**src/rtl/pc_unit.sv**
```systemverilog
// pc_unit: program counter for the RV32IM fetch stage.
// Holds the current fetch address and steps it by 4 each cycle. Supports
// branch/jump redirect, stall, trap redirect and restart. Bad jump targets
// (misaligned or outside instruction memory) park the unit in FAULT. Reaching
// the last word of instruction memory parks it in DONE.
//
// Ports:
//   ip_clk               rising-edge clock
//   ip_rst               asynchronous active-high reset
//   ip_target_addr       jump/branch target address
//   ip_jump_branch_ctrl  redirect PC to ip_target_addr
//   ip_stall_ctrl        hold PC
//   ip_trap_ctrl         redirect PC to TRAP_VEC
//   ip_restart_ctrl      return to RESET_ADDR and RUN from any state
//   op_pc                current PC (registered)
//   op_pc_plus4          op_pc + 4, modulo 2^XLEN
//   op_pc_valid          high in RUN
//   op_done_execute_ctrl high in DONE
//   op_misalign_fault    high in FAULT
//   op_fault_addr        offending target captured on fault entry
module pc_unit #(
  parameter int unsigned      XLEN       = 32,
  parameter logic [XLEN:0]    IMEM_BYTES = (XLEN+1)'(16384),
  parameter logic [XLEN-1:0]  RESET_ADDR = '0,
  parameter logic [XLEN-1:0]  TRAP_VEC   = XLEN'(32'h0000_0100)
) (
  input  logic            ip_clk,
  input  logic            ip_rst,
  input  logic [XLEN-1:0] ip_target_addr,
  input  logic            ip_jump_branch_ctrl,
  input  logic            ip_stall_ctrl,
  input  logic            ip_trap_ctrl,
  input  logic            ip_restart_ctrl,
  output logic [XLEN-1:0] op_pc,
  output logic [XLEN-1:0] op_pc_plus4,
  output logic            op_pc_valid,
  output logic            op_done_execute_ctrl,
  output logic            op_misalign_fault,
  output logic [XLEN-1:0] op_fault_addr
);

  // Memory size is kept one bit wider than XLEN so a full 2^XLEN memory is
  // representable and the range check below stays exact.
  localparam logic [XLEN:0]   LP_LAST_WIDE = IMEM_BYTES - (XLEN+1)'(4);
  localparam logic [XLEN-1:0] LP_LAST_ADDR = LP_LAST_WIDE[XLEN-1:0];

  typedef enum logic [1:0] {
    ST_RUN   = 2'd0,
    ST_DONE  = 2'd1,
    ST_FAULT = 2'd2
  } state_t;

  state_t          r_state;
  logic [XLEN-1:0] r_pc;
  logic [XLEN-1:0] r_fault_addr;

  state_t          w_state_nxt;
  logic [XLEN-1:0] w_pc_nxt;
  logic [XLEN-1:0] w_fault_addr_nxt;
  logic            w_target_bad;
  logic [XLEN-1:0] w_pc_plus4;

  assign w_pc_plus4   = r_pc + XLEN'(4);
  assign w_target_bad = (ip_target_addr[1:0] != 2'b00) ||
                        ({1'b0, ip_target_addr} >= IMEM_BYTES);

  always_ff @(posedge ip_clk or posedge ip_rst) begin
    if (ip_rst) begin
      r_state      <= ST_RUN;
      r_pc         <= RESET_ADDR;
      r_fault_addr <= '0;
    end else begin
      r_state      <= w_state_nxt;
      r_pc         <= w_pc_nxt;
      r_fault_addr <= w_fault_addr_nxt;
    end
  end

  always_comb begin
    w_state_nxt      = r_state;
    w_pc_nxt         = r_pc;
    w_fault_addr_nxt = r_fault_addr;
    if (ip_restart_ctrl) begin
      w_state_nxt      = ST_RUN;
      w_pc_nxt         = RESET_ADDR;
      w_fault_addr_nxt = '0;
    end else begin
      unique case (r_state)
        ST_RUN: begin
          if (ip_trap_ctrl) begin
            w_pc_nxt = TRAP_VEC;
          end else if (ip_jump_branch_ctrl && w_target_bad) begin
            w_state_nxt      = ST_FAULT;
            w_fault_addr_nxt = ip_target_addr;
          end else if (ip_jump_branch_ctrl) begin
            w_pc_nxt = ip_target_addr;
          end else if (ip_stall_ctrl) begin
            w_pc_nxt = r_pc;
          end else if (r_pc == LP_LAST_ADDR) begin
            w_state_nxt = ST_DONE;
          end else begin
            w_pc_nxt = w_pc_plus4;
          end
        end
        ST_DONE:  w_pc_nxt = r_pc;
        ST_FAULT: w_pc_nxt = r_pc;
        default: begin
          w_state_nxt = ST_RUN;
          w_pc_nxt    = RESET_ADDR;
        end
      endcase
    end
  end

  assign op_pc                = r_pc;
  assign op_pc_plus4          = w_pc_plus4;
  assign op_pc_valid          = (r_state == ST_RUN);
  assign op_done_execute_ctrl = (r_state == ST_DONE);
  assign op_misalign_fault    = (r_state == ST_FAULT);
  assign op_fault_addr        = r_fault_addr;

endmodule

```
**config.mk**
```make
export PLATFORM = sky130hd
export DESIGN_NAME = pc_unit
export DESIGN_NICKNAME = d
export VERILOG_FILES = /design/src/rtl/pc_unit.sv
export SDC_FILE = /design/constraint.sdc
export NUM_CORES = 1
export LEC_CHECK = 0
export BUFFER_PORTS_ARGS = -buffer_cell sky130_fd_sc_hd__buf_2
export CAP_MARGIN = 30
export CORE_MARGIN = 1
export CORE_UTILIZATION = 35
export DETAILED_ROUTE_END_ITERATION = 12
export SLEW_MARGIN = 5
export SYNTH_ARGS = -nofsm -noshare
export SYNTH_HDL_FRONTEND = slang
export SYNTH_SLANG_ARGS = --single-unit
```
**constraint.sdc**
```tcl
create_clock -name ip_clk -period 3.7 [get_ports ip_clk]
set_input_delay 0.185 -clock ip_clk [delete_from_list [all_inputs] [get_ports ip_clk]]
set_output_delay 0.185 -clock ip_clk [all_outputs]
set_load 0.01 [all_outputs]
```
==> flow_metrics.tcl, run 1 <==
set metrics [dict create \
    end_kind "flop" \
    slew_headroom 0.405 \
    wl_per_cell_microns 19.8 \
    hold_slack_ps -6.39 \
    fp.coreArea_sq_mm 0.0110 \
    synthCells 415 \
    grt_use_total 0.237 \
    synth_fa_ha_area_frac 0.0125 \
    timing.final.hold_violations 10 \
    antennaDiodeCount 0 \
    synth_top_cell_area_share 0.411 \
    initial_core_util 0.364 \
    clkSlewWorstSetupHoldPaths_ps 60 \
    layout_commonest_cell "buf_2" \
    place_ws_ps 758 \
    htree_levels 3 \
    die_w_microns 109 \
    drc_errors 0 \
    cts_buffer_depth 2 \
    netlist_area_sq_mm 0.00402 \
    gp_congestion 0.865 \
    reg2reg_from "op_pc[2]" \
    cp.required_ps 3920 \
    timing_worst_setup_path_type "reg -> reg" \
    finalPower_mw 2.14 \
    postLayoutCoreUtil 0.465 \
    synth_area_per_cell_sq_um 9.68 \
    cellPowerDensity_mw_per_mm2 418 \
    yosys.area_share.simple 0.181 \
    vias_per_cell 5.90 \
    cp.arrival_ps 3220 \
    dieArea_sq_mm 0.0119 \
    synth_cell_types 61 \
    slew_viol_final 0 \
    dp_cells 671 \
    rrSetupSlack_ps 700 \
    numClockSinks 66 \
    worst_slack_ps 698 \
    synth.area.mux_share 0.0212 \
    overflow 0 \
    cts_resized 0 \
    synth_top_flop_cell "dfrtp_1" \
    first_iter_violations 395 \
    maxCapViolCount 0 \
    synth_xor_area_frac 0.0589 \
    numCtsBuffers 9 \
    postCtsSetupBuffers 0 \
    ys_ff_latch 66 \
    syn_nets 457 \
    drtPass1Iterations 5 \
    yosys_warnings 0 \
    vias 4054 \
    io_buffer_count 136 \
    postCtsHoldBufs 0 \
    final_antenna_net_count 0 \
    nets 585 \
    vdd_drop_max_uv 213 \
    startpoint "op_pc[2]" \
    dpl.hpwl_microns 9970 \
    max_clock_freq_mhz 333 \
    placed_area_sq_mm 0.00482 \
    grt_start_max_net_pins 37 \
    crit_path_start_kind "flop" \
    rsz0062_at_grt "no" \
    finalSetupViolCount 0 \
    io_pins 137 \
    min_period_ps 3000 \
    hp-class "in -> async" \
    worstMarginPinSlew_ps 890 \
    grt_pass1_vias 3941 \
    cts-root-buf "clkbuf_16" \
    synth_area_leader_cell "dfrtp_1" \
    r2r_end "op_pc[8]" \
    grt_pass1_wl_microns 21200 \
    synth_edf_count 0 \
    layoutNonFillerInstCount 687 \
    synthTopCellsByArea "dfrtp_1, a22o_1, xnor2_1" \
    syn2layout_area_growth_pct 27.7 \
    antenna_found_initial 0 \
    status "complete, but fails checks" \
    min_period_over_period 0.811 \
    tns_ps 0 \
    insertion_delay_ps 340 \
    violations "hold timing" \
    routed_wl_microns 13600 \
    final_cell_mix "buf_2, dfrtp_1, a22o_1" \
    std_cell_rows 38 \
    synth_compound_area_frac 0.262 \
    clock_skew_ps 5.98 \
    reg2reg_depth 6 \
    synth_top_family_by_area "compound AO/OA/AOI/OAI gates" \
    die_h_microns 109 \
    path_max_fanout 16 \
    cts_tree "yes" \
    drive_gt1_frac 0.340 \
    async_flop_share 1.00 \
    stdcell_area_sq_mm 0.00513 \
    p_leak_nw 2.53 \
    ys_seq_area_frac 0.411 \
]
==> registers in the layout, indices dropped and copies added, names as in the netlist <==
register and flops:
r_state 2, op_fault_addr 32, op_pc 32
==> power breakdown <==
group	internal [mW]	switching, mW
logic	0.176	0.246
registers	0.767	0.0689
clock network	0.572	0.311
total	1.52	0.626
==> per-layer routing <==
metal  part of all wire  wire length (microns)  track usage
met1               0.44                   6040        0.321
met2               0.45                   6180        0.365
met3              0.080                   1080       0.0472
met4              0.021                    286        0.100
met5                  0                      0            0
==> cells in the mapped netlist (all sizes together), types with 5 or more instances <==
cell type / n
dfrtp: 66
a22o: 44
nand2: 39
clkbuf: 24
xnor2: 21
nand4: 17
inv: 14
nor4: 14
nor2: 12
o211ai: 12
o31ai: 11
a21oi: 10
a31oi: 10
nor3: 10
buf: 9
nand3: 9
o21ai: 9
xor2: 6
a221oi: 5
and4: 5
nor2b: 5
o41ai: 5
==> logic make-up after synthesis <==
kind of cell	count (synthesis)
adder cells (fa/ha/maj)	4
XOR/XNOR	27
AND/OR/NAND/NOR	132
AO/OA/AOI/OAI	130
multiplexers	8
buffers and inverters	48
flip-flops	66
==> final cells by class <==
| cell class | instances | area, sq um |
|---|---|---|
| Fill cell | 1073 | 5900 |
| Multi-Input combinational cell | 301 | 2160 |
| Sequential cell | 66 | 1650 |
| Timing Repair Buffer | 150 | 783 |
| Clock buffer | 13 | 270 |
| Tap cell | 140 | 175 |
| Inverter | 15 | 56.3 |
| Clock inverter | 2 | 35.0 |
==> worst max-delay path by stage <==
| stage | end | slack [ps] | depth (start not counted) |
|---|---|---|---|
| 2_1_floorplan | op_pc[19] | 1410 | 5 |
| 3_3_place_gp | op_pc[8] | 840 | 6 |
| 3_5_place_dp | op_pc[8] | 760 | 6 |
| 4_1_cts | op_pc_plus4[28] | 730 | 7 |
| 5_1_grt | op_pc[12] | 540 | 7 |
| 6_report | op_pc[8] | 700 | 6 |
==> critical path, stage by stage, from the launching register on <==
cell and delay, ps:
dfrtp_1 500, ha_1 300, and4_1 280, nand2_1 200
o41a_1 650, o21ai_4 540, mux2_2 400
Note: power is estimated with default switching activity, not from simulation.
==> run 2, diff against run 1 <==
==> constraint.sdc (replaced) <==
create_clock -name ip_clk -period 2.44 [get_ports ip_clk]
set_input_delay 0.122 -clock ip_clk [delete_from_list [all_inputs] [get_ports ip_clk]]
set_output_delay 0.122 -clock ip_clk [all_outputs]
set_load 0.01 [all_outputs]
==> flow_metrics.tcl, run 2 (synthesis gave the netlist of run 1 again) <==
set metrics [dict create \
    status "complete, no violations" \
    p_leak_nw 2.76 \
    wl_per_cell_microns 19.4 \
    drive_gt1_frac 0.402 \
    worst_slack_ps 72.1 \
    cp.arrival_ps 2250 \
    startpoint "op_pc[3]" \
    min_from "ip_target_addr[6]" \
    gp_congestion 0.879 \
    final_antenna_net_count 0 \
    reg2reg_from "op_pc[3]" \
    slew_viol_final 0 \
    cts_tree "yes" \
    cts_buffer_depth 2 \
    grt_pass1_vias 3966 \
    max_clock_freq_mhz 422 \
    final-seq-area_sq_mm 0.00166 \
    crit_path_start_kind "flop" \
    hp-class "in -> reg" \
    multiInputGateArea_sq_mm 0.00221 \
    place_ws_ps 63.2 \
    min_period_over_period 0.970 \
    numClockSinks 66 \
    cts-root-buf "clkbuf_16" \
    initial_core_util 0.364 \
    grt_util_met2 0.371 \
    slew_headroom 0.601 \
    layout_commonest_cell "buf_2" \
    fp.coreArea_sq_mm 0.0110 \
    routed_wl_microns 14200 \
    syn2layout_area_growth_pct 37.6 \
    numCtsBuffers 9 \
    dieArea_sq_mm 0.0119 \
    grt_use_total 0.241 \
    antennaDiodeCount 0 \
    first_iter_violations 313 \
    cp.required_ps 2320 \
    drc_errors 0 \
    worstMarginPinSlew_ps 599 \
    end_kind "primary output" \
    timing.final.hold_violations 0 \
    io_pins 137 \
    vias 4256 \
    grt_start_max_net_pins 33 \
    gr-max-usage-layer "met2" \
    timing_worst_setup_path_type "reg -> out" \
    clock_skew_ps 7.15 \
    io_buffer_count 136 \
    die_h_microns 109 \
    die_w_microns 109 \
    antenna_found_initial 0 \
    vdd_drop_max_uv 354 \
    grt_use_met3 0.0448 \
    insertion_delay_ps 330 \
    min_period_ps 2370 \
    drtPass1Iterations 5 \
    clkSlewWorstSetupHoldPaths_ps 60 \
    grt_pass1_wl_microns 21700 \
    nets 628 \
    tns_ps 0 \
    maxCapViolCount 0 \
    finalSetupViolCount 0 \
    std_cell_rows 38 \
    fillers 1066 \
    cellPowerDensity_mw_per_mm2 594 \
    overflow 0 \
    dpl.hpwl_microns 10500 \
    grt_use_met1 0.330 \
    vias_per_cell 5.83 \
    htree_levels 3 \
    path_max_fanout 3 \
    final_cell_mix "buf_2, dfrtp_1, buf_4" \
    rsz0062_at_grt "yes" \
]
run 2: layout make-up:
cell class | instances | share of cell area
clock buffer | 12 | 0.0446
clock inverter | 3 | 0.00724
inverter | 15 | 0.0102
multi-input combinational | 301 | 0.399
sequential | 66 | 0.300
tap | 140 | 0.0317
timing repair buffer | 193 | 0.208
run 2: metrics by stage:
step                      total power, mW  area [sq um]  hold slack [ps]  std cells  utilization
after floorplan                      1.66          4020              185        415            -
after global placement               1.98          5100              151        705        0.462
after detailed placement             1.99          5110              155        706        0.464
after CTS                            3.29          5470             14.3        726        0.496
after global routing                 3.42          5530             26.9        730        0.501
final                                3.28          5530             14.9        730        0.501
run 2: timing repair:
item                       4_1_cts  5_1_grt
setup buffers                    4        4
pin swaps                        3        5
hold endpoints to repair        20        0
setup endpoints to repair        3       20
gates resized for setup          5        9
hold buffers                     1        0
run 2: path summary, 6_finish.rpt:
check / end / slack (ps) / cells past startpoint
worst max-delay path: op_pc_plus4[28] / 70 / 7
worst min-delay path: op_fault_addr[6] / 10 / 2
worst max register to register: op_pc[12] / 120 / 9
worst min register to register: op_fault_addr[22] / 490 / 1
max in group asynchronous: op_pc[6] / 1370 / 4
min in group asynchronous: op_fault_addr[15] / 340 / 3
run 2: critical path: stages, from the launching register on:
cell	delay [ps]
dfrtp_1	400
ha_4	150
nand4_1	140
or4_4	560
nor3_4	240
nand2b_1	120
xnor2_1	160
buf_2	140
run 2: per-layer routing:
layer,share of wire,wire [microns]
met5,0,0
met4,0.024,333
met3,0.079,1120
met2,0.44,6270
met1,0.45,6430
run 2: power by group:
part | switching (mW) | leakage [nW] | total [mW] | internal (mW)
combinational | 0.434 | 1.73 | 0.763 | 0.329
clock | 0.479 | 0.142 | 1.29 | 0.810
sequential | 0.0670 | 0.893 | 1.23 | 1.16
==> run 3, diff against run 2 <==
--- a/config.mk
+++ b/config.mk
@@ -9,6 +9,7 @@
 export CAP_MARGIN = 30
 export CORE_MARGIN = 1
 export CORE_UTILIZATION = 35
+export CTS_CLUSTER_DIAMETER = 120
 export DETAILED_ROUTE_END_ITERATION = 12
 export SLEW_MARGIN = 5
 export SYNTH_ARGS = -nofsm -noshare
==> constraint.sdc (replaced) <==
create_clock -name ip_clk -period 2.44 [get_ports ip_clk]
set_input_delay 0.244 -clock ip_clk [delete_from_list [all_inputs] [get_ports ip_clk]]
set_output_delay 0.244 -clock ip_clk [all_outputs]
set_load 0.01 [all_outputs]
==> flow_metrics.tcl, run 3 (synthesis gave the netlist of run 1 again) <==
set metrics [dict create \
    dieArea_sq_mm 0.0119 \
    final-seq-area_sq_mm 0.00165 \
    cellPowerDensity_mw_per_mm2 578 \
    path_cells "ha_4, nand4_1, or4_4, nor3_4, nand2b_1, xnor2_1, buf_2" \
    stdcell_area_sq_mm 0.00565 \
    htree_levels 3 \
    maxCapViolCount 0 \
    cp.required_ps 2200 \
    slew_headroom 0.575 \
    min_period_ps 2410 \
    vdd_drop_max_uv 289 \
    hold_slack_ps 147 \
    vias 4196 \
    finalSetupViolCount 0 \
    die_h_microns 109 \
    fillers 1060 \
    std_cell_rows 38 \
    multiInputGateArea_sq_mm 0.00225 \
    hp-class "in -> reg" \
    initial_core_util 0.364 \
    clkSlewWorstSetupHoldPaths_ps 60 \
    place_ws_ps 128 \
    min_period_over_period 0.988 \
    reg2reg_from "op_pc[1]" \
    timing.final.hold_violations 0 \
    worstMarginPinSlew_ps 637 \
    grt_pass1_wl_microns 21700 \
    fp.coreArea_sq_mm 0.0110 \
    grt_use_total 0.239 \
    grt_pass1_vias 4069 \
    cts-root-buf "clkbuf_16" \
    max_clock_freq_mhz 415 \
    io_buffer_count 136 \
    cp_slowest_stage_delay_ps 560 \
    io_pins 137 \
    layoutNonFillerInstCount 739 \
    nets 636 \
    vias_per_cell 5.68 \
    p_leak_nw 2.85 \
    rsz0062_at_grt "yes" \
    cts_buffer_depth 2 \
    drc_errors 0 \
    grt_start_max_net_pins 41 \
    final_cell_mix "buf_2, dfrtp_1, buf_4" \
    antenna_found_initial 0 \
    cp.arrival_ps 2170 \
    crit_path_start_kind "flop" \
    syn2layout_area_growth_pct 40.7 \
    drive_gt1_frac 0.414 \
    die_w_microns 109 \
    dpl.hpwl_microns 10400 \
    postLayoutCoreUtil 0.512 \
    overflow 0 \
    startpoint "op_pc[3]" \
    drtPass1Iterations 5 \
    cpMaxStageDelayCell "or4_4" \
    timing_worst_setup_path_type "reg -> out" \
    path_max_fanout 3 \
    insertion_delay_ps 330 \
    cts_tree "yes" \
    gp_congestion 0.895 \
    first_iter_violations 279 \
    slew_viol_final 0 \
    clock_skew_ps 6.24 \
    worst_slack_ps 28.7 \
    antennaDiodeCount 0 \
    placed_area_sq_mm 0.00521 \
    numClockSinks 66 \
    numCtsBuffers 9 \
    status "complete, no violations" \
    min_from "ip_target_addr[4]" \
    wl_per_cell_microns 18.8 \
    end_kind "primary output" \
    layout_commonest_cell "buf_2" \
    final_antenna_net_count 0 \
    routed_wl_microns 13900 \
    dp_cells 715 \
]
run 3: metrics by stage:
step | power, mW | setup TNS (ps)
floorplan | 1.66 | 0
CTS | 3.29 | -55.2
global route | 3.42 | -264
finish | 3.27 | 0
detailed placement | 2.01 | 0
global placement | 2.00 | 0
run 3: metal layers:
layer / share of wire / track usage / wire, microns / up-vias
met5: 0 / 0 / 0 / -
met4: 0.016 / 0.0772 / 216 / 0
met3: 0.078 / 0.0400 / 1080 / 21
met2: 0.44 / 0.367 / 6120 / 209
met1: 0.47 / 0.338 / 6460 / 2012
li1: - / - / - / 1954
run 3: path summary, 6_finish.rpt:
kind	depth (start not counted)	slack [ps]	endpoint
worst max-delay path	7	30	op_pc_plus4[28]
worst min-delay path	2	150	op_fault_addr[4]
worst max register to register	6	180	op_pc[19]
worst min register to register	1	490	op_fault_addr[27]
max in group asynchronous	4	1240	op_pc[16]
min in group asynchronous	3	540	op_fault_addr[14]
run 3: report_power, final:
| part | switching (mW) | internal (mW) |
|---|---|---|
| Combinational | 0.439 | 0.342 |
| Sequential | 0.0537 | 1.16 |
| Clock | 0.482 | 0.788 |
| Total | 0.975 | 2.29 |
run 3: what timing repair did:
item                                   in CTS  in global routing
endpoints found under the hold margin       1                  0
hold buffers                                1                  0
gates resized for setup                     7                 12
buffers inserted                            2                  5
pin swaps                                   5                 13
setup endpoints to repair                   5                 10
run 3: final cells by class:
| cell class | count | area share |
|---|---|---|
| multi-input combinational | 301 | 0.398 |
| tap | 140 | 0.0310 |
| sequential | 66 | 0.293 |
| clock inverter | 5 | 0.00974 |
| inverter | 15 | 0.00996 |
| clock buffer | 11 | 0.0412 |
| timing repair buffer | 201 | 0.217 |
run 3: worst max-delay path: cells and delay by family (launching register included):
kind / cells / cell delay (ps)
flip-flops: 1 / 390
buffers and inverters: 1 / 140
adder cells (fa/ha/maj): 1 / 150
AND/OR/NAND/NOR: 4 / 1010
XOR/XNOR: 1 / 140
